[src/rtl/ext_msg_reader.sv]
// ext_msg_reader: read-only burst master that streams words out of the
// extrinsic message RAM. A burst of len_m1+1 reads starts at base_addr,
// with the address wrapping at the end of the RAM. The read data lands in a
// 2-entry output FIFO, and the FIFO drives a valid/ready stream. Reads are
// throttled so that the FIFO can never overflow. With m_ready held high the
// block still moves one word per cycle.
module ext_msg_reader #(
   parameter int DATA_WIDTH = 8,
   parameter int ADDR_WIDTH = 8
) (
   input  logic                  clk,
   input  logic                  rst_n,
   input  logic                  start,
   input  logic [ADDR_WIDTH-1:0] base_addr,
   input  logic [ADDR_WIDTH-1:0] len_m1,
   output logic                  busy,
   output logic                  done,
   output logic [ADDR_WIDTH-1:0] ram_address,
   output logic                  ram_chip_sel,
   output logic                  ram_write_en,
   output logic [DATA_WIDTH-1:0] ram_data_in,
   input  logic [DATA_WIDTH-1:0] ram_data_out,
   output logic                  m_valid,
   input  logic                  m_ready,
   output logic [DATA_WIDTH-1:0] m_data,
   output logic                  m_last
);

   typedef enum logic [1:0] {S_IDLE, S_READ, S_DRAIN} state_t;

   localparam logic [ADDR_WIDTH:0]   CNT_ONE  = 1;
   localparam logic [ADDR_WIDTH-1:0] ADDR_ONE = 1;

   state_t                state_q, state_d;
   logic [ADDR_WIDTH:0]   rd_left_q, rd_left_d;     // reads still to issue
   logic [ADDR_WIDTH-1:0] next_addr_q, next_addr_d; // address of next read
   logic [ADDR_WIDTH-1:0] last_addr_q, last_addr_d; // address of last issued read
   logic                  infl_q, infl_last_q;      // read issued last cycle (+ its last tag)
   logic [DATA_WIDTH-1:0] fifo_data_q [2];
   logic                  fifo_last_q [2];
   logic                  wr_ptr_q, rd_ptr_q;
   logic [1:0]            cnt_q, cnt_d;
   logic                  done_q;

   logic                  pop, issue, last_issue;
   logic [1:0]            occ;

   // State register
   always_ff @(posedge clk or negedge rst_n) begin
      if (!rst_n) state_q <= S_IDLE;
      else        state_q <= state_d;
   end

   // Next-state logic: leave READ once the final read goes out, leave DRAIN on the last handshake
   always_comb begin
      state_d = state_q;
      case (state_q)
         S_IDLE:  if (start) state_d = S_READ;
         S_READ:  if (last_issue) state_d = S_DRAIN;
         S_DRAIN: if (pop && m_last) state_d = S_IDLE;
         default: state_d = S_IDLE;
      endcase
   end

   // Outputs and read gating: a read may issue only if buffered + in-flight words, less a same-cycle pop, stay below 2
   always_comb begin
      busy         = (state_q != S_IDLE);
      done         = done_q;
      m_valid      = (cnt_q != 2'd0);
      m_data       = m_valid ? fifo_data_q[rd_ptr_q] : '0;
      m_last       = m_valid & fifo_last_q[rd_ptr_q];
      pop          = m_valid & m_ready;
      occ          = cnt_q + {1'b0, infl_q};
      issue        = (state_q == S_READ) && (rd_left_q != '0) && (occ < (2'd2 + {1'b0, pop}));
      last_issue   = issue && (rd_left_q == CNT_ONE);
      ram_chip_sel = issue;
      ram_address  = issue ? next_addr_q : last_addr_q;
      ram_write_en = 1'b0;
      ram_data_in  = '0;
   end

   // Datapath next-state: burst setup on start, address/count advance per issued read, FIFO occupancy
   always_comb begin
      next_addr_d = next_addr_q;
      last_addr_d = last_addr_q;
      rd_left_d   = rd_left_q;
      if (state_q == S_IDLE && start) begin
         next_addr_d = base_addr;
         rd_left_d   = {1'b0, len_m1} + CNT_ONE;
      end
      if (issue) begin
         last_addr_d = next_addr_q;
         next_addr_d = next_addr_q + ADDR_ONE;
         rd_left_d   = rd_left_q - CNT_ONE;
      end
      case ({infl_q, pop})
         2'b10:   cnt_d = cnt_q + 2'd1;
         2'b01:   cnt_d = cnt_q - 2'd1;
         default: cnt_d = cnt_q;
      endcase
   end

   // Datapath registers: capture read data the cycle after its strobe, pop on handshake
   always_ff @(posedge clk or negedge rst_n) begin
      if (!rst_n) begin
         rd_left_q   <= '0;
         next_addr_q <= '0;
         last_addr_q <= '0;
         infl_q      <= 1'b0;
         infl_last_q <= 1'b0;
         wr_ptr_q    <= 1'b0;
         rd_ptr_q    <= 1'b0;
         cnt_q       <= 2'd0;
         done_q      <= 1'b0;
         for (int i = 0; i < 2; i++) begin
            fifo_data_q[i] <= '0;
            fifo_last_q[i] <= 1'b0;
         end
      end else begin
         rd_left_q   <= rd_left_d;
         next_addr_q <= next_addr_d;
         last_addr_q <= last_addr_d;
         infl_q      <= issue;
         infl_last_q <= last_issue;
         cnt_q       <= cnt_d;
         done_q      <= (state_q == S_DRAIN) && pop && m_last;
         if (infl_q) begin
            fifo_data_q[wr_ptr_q] <= ram_data_out;
            fifo_last_q[wr_ptr_q] <= infl_last_q;
            wr_ptr_q              <= ~wr_ptr_q;
         end
         if (pop) rd_ptr_q <= ~rd_ptr_q;
      end
   end

endmodule

[config.mk]
export PLATFORM = sky130hd
export DESIGN_NAME = ext_msg_reader
export DESIGN_NICKNAME = d
export VERILOG_FILES = /design/src/rtl/ext_msg_reader.sv
export SDC_FILE = /design/constraint.sdc
export NUM_CORES = 1
export LEC_CHECK = 0
export ABC_AREA = 1
export BUFFER_PORTS_ARGS = -buffer_cell sky130_fd_sc_hd__buf_2
export CELL_PAD_IN_SITES_DETAIL_PLACEMENT = 0
export CELL_PAD_IN_SITES_GLOBAL_PLACEMENT = 1
export CORE_MARGIN = 2
export CORE_UTILIZATION = 28
export DETAILED_ROUTE_END_ITERATION = 7
export GPL_ROUTABILITY_DRIVEN = 0
export PLACE_DENSITY_LB_ADDON = 0.05
export RECOVER_POWER = 100
export SKIP_LAST_GASP = 1
export SYNTH_ARGS = -nofsm -noshare
export SYNTH_HDL_FRONTEND = slang
export SYNTH_SLANG_ARGS = --single-unit
[constraint.sdc]
create_clock -name clk -period 2 [get_ports clk]
set_input_delay 0.3 -clock clk [delete_from_list [all_inputs] [get_ports clk]]
set_output_delay 0.3 -clock clk [all_outputs]
set_load 0.005 [all_outputs]
==> impl_metrics.toml <==
[run_status]
status = "complete, but fails checks"
violations = "setup timing"

[grt]
grt_use_met2_pct = 25.8
gr-total-overflow = 0
first_global_vias = 2534
gr-usage-met3_pct = 2.18
grt_use_met1_pct = 17.9
grt_max_degree = 37
grt_pass1_wl_mm = 12.6
grt_use_total_pct = 14.3
antenna_found_initial = 0
busiest_layer = "met2"

[worst_setup_path]
rr_worst_depth = 11
required_ns = 1.70
reg2reg_from = "infl_q"
rr_endpoint = "next_addr_q[1]"
start_kind = "flop"
end_kind = "primary output"
critPathMaxFanout = 6
crit_type = "reg -> out"
r2r_setup_slack_ns = 0.12
crit_arrival_ns = 1.76

[clock_network]
cts_root_buf = "clkbuf_8"
cts_tree = "built"
clock-sinks = 52
htreeDepth = 2
clk_pin_slew_worst_paths_ns = 0.11
cts_max_path_buffers = 2
clk_latency_ns = 0.31
cts_buffers = 5

[timing]
clock.fmax_mhz = 485
setup_viol = 6
setup_ws_ns = -0.0621
post-route-min-period_ns = 2.06
worstMarginPinSlew_ns = 0.952
rsz0062_at_grt = "true"
timing.hold.ws_ns = 0.213
fin_crit_sh_pct = 103
slew_headroom_pct = 36.5
slew_violations = 0
hold_violations = 0
skew_ns = 0.00928

[placement]
hpwl_mm = 5.19
portBuffers = 48
pre_cts_ws_ns = 0.0865

[job]
cap_violations = 0

[logic_synthesis]
synth-seq-cells = 52
synthDistinctLibCells = 25
syn_area_um2 = 2870
ys_seq_area_share_pct = 45.4
synth_warnings = 0
syn_area_per_cell_um2 = 7.46
synth_cells = 384

[route]
num_vias = 2466
via_per_inst = 4.20
firstDrtPassIters = 4
drtAntennaViolNets = 0
drt-initial-drc-count = 73
drcViolationCount = 0
routed_wirelength_mm = 7.40
drt-wirelength-per-cell_um = 12.6

[die]
die_area_um2 = 11100
rows = 36
fp.dieW_um = 105
coreArea_um2 = 9860
die_h_um = 105
start_util_pct = 29.1
pin_count = 58

[finish]
syn_to_final_growth_pct = 23.5
postLayoutCoreUtil_pct = 35.9
insertedDiodeCount = 0
drive_gt1_share_pct = 23.3
nNetsFinal = 488
fill_cells = 1096

[power]
ir_drop_mv = 0.518
pwr_density_cell_nw_per_um2 = 1760
total_power_mw = 6.23
p_leak_nw = 1.89

[worst_hold_path]
min_path_type = "in -> reg"
min_to = "next_addr_q[1]"
worstHoldStart = "base_addr[1]"
hold_path_depth = 3
[report_power, final]
| group | switching, mW | leakage [nW] | internal [mW] | total, mW |
|---|---|---|---|---|
| combinational | 2.13 | 1.20 | 1.58 | 3.71 |
| clock | 0.394 | 0.0463 | 0.258 | 0.652 |
| sequential | 0.312 | 0.636 | 1.56 | 1.87 |
| total | 2.84 | 1.89 | 3.40 | 6.23 |
[worst max-delay path, stage by stage, from the launching register on]
cell     delay (ns)
dfrtp_1        0.40
ha_1           0.30
inv_2          0.06
nand3_2        0.07
nand2_4        0.11
inv_4          0.04
nor2_4         0.11
buf_6          0.14
nand2_2        0.06
nand2_2        0.07
buf_2          0.10
[cell type report]
cell class | instances | area [um2] | area share [%]
multi-input cells | 277 | 1370 | 38.6
repair buffers | 72 | 439 | 12.4
flip-flops and latches | 52 | 1300 | 36.7
clock buffers | 5 | 68.8 | 1.94
clock inverters | 3 | 27.5 | 0.777
inverters | 45 | 171 | 4.84
well taps | 133 | 166 | 4.70
[cell usage in the layout (no fill, tap or decap), drive strengths merged]
| master | count |
|---|---|
| conb | 9 |
| clkinv | 2 |
| a21oi | 10 |
| clkinvlp | 1 |
| nand2 | 155 |
| nand3 | 21 |
| nand3b | 1 |
| o21ai | 37 |
| ha | 7 |
| xor2 | 11 |
| inv | 45 |
| nor2 | 19 |
| xnor2 | 2 |
| or2 | 1 |
| clkbuf | 9 |
| o21a | 2 |
| dlygate4sd3 | 1 |
| buf | 67 |
| nor3 | 2 |
| dfrtp | 52 |
[stage by stage]
| step | cell area (um2) | setup TNS [ns] | instances |
|---|---|---|---|
| 2_1_floorplan | 2900 | 0 | 392 |
| 3_3_place_gp | 3270 | 0 | 567 |
| 3_5_place_dp | 3270 | 0 | 567 |
| 4_1_cts | 3500 | -0.300 | 585 |
| 5_1_grt | 3540 | -6.09 | 587 |
| 6_report | 3540 | -0.249 | 587 |
[Yosys cell counts]
library cell,count,share of area (%)
or2_2,1,0.22
nand2_4,1,0.39
xor2_1,11,3.4
ha_1,7,3.1
a21oi_1,10,1.7
nor2_1,19,2.5
nor3_1,2,0.35
nand2_2,3,0.65
buf_4,11,2.9
clkinv_1,1,0.13
inv_2,4,0.52
dfrtp_1,52,45
buf_6,3,1.2
buf_2,3,0.52
o21a_1,2,0.52
nand3_1,18,3.1
clkbuf_1,2,0.26
xnor2_1,2,0.61
conb_1,1,0.13
nand2_1,151,20
o21ai_1,5,0.87
inv_1,40,5.2
o21ai_0,32,5.6
nand3b_1,1,0.26
nand3_2,2,0.70
[what timing repair did]
action | CTS | global route
endpoints found under the hold margin | 16 | 0
gates cloned | 1 | 0
hold buffers | 1 | 0
setup buffers | 8 | 2
endpoints found under the setup margin | 8 | 22
resized for setup | 21 | 11
pin swaps | 9 | 9
[per-layer routing]
layer	vias up	part of all wire [%]	wire, um
li1	1302	-	-
met1	1121	47	3470
met2	37	50	3680
met3	6	2.4	174
met4	0	1.0	74
met5	-	0	0
[cell families after synthesis]
family | synth area share (%)
other | 0.131
AOI/OAI and AO/OA | 8.73
adders and majority gates | 3.06
and+or+nand+nor | 28.0
DFF | 45.4
buffers and inverters | 10.7
xor gates and xnor gates | 3.97
[registers in the layout, summed over array words and instances, names as in the netlist]
register,cells
rd_ptr_q,1
cnt_q,2
fifo_last_q,2
done,1
fifo_data_q,16
infl_q,1
wr_ptr_q,1
state_q,2
next_addr_q,8
infl_last_q,1
last_addr_q,8
rd_left_q,9
[worst max path at each step]
stage	from	endpoint	slack, ns	cells after the start
global placement	rd_left_q[1]	rd_left_q[8]	0.09	10
floorplan	cnt_q[0]	ram_address[4]	0.28	8
finish	infl_q	ram_address[1]	-0.06	10
global route	infl_q	ram_address[1]	-0.20	10
detailed placement	rd_left_q[1]	rd_left_q[8]	0.09	10
CTS	cnt_q[0]	ram_address[0]	-0.06	10
(Power assumes the default switching activity.)
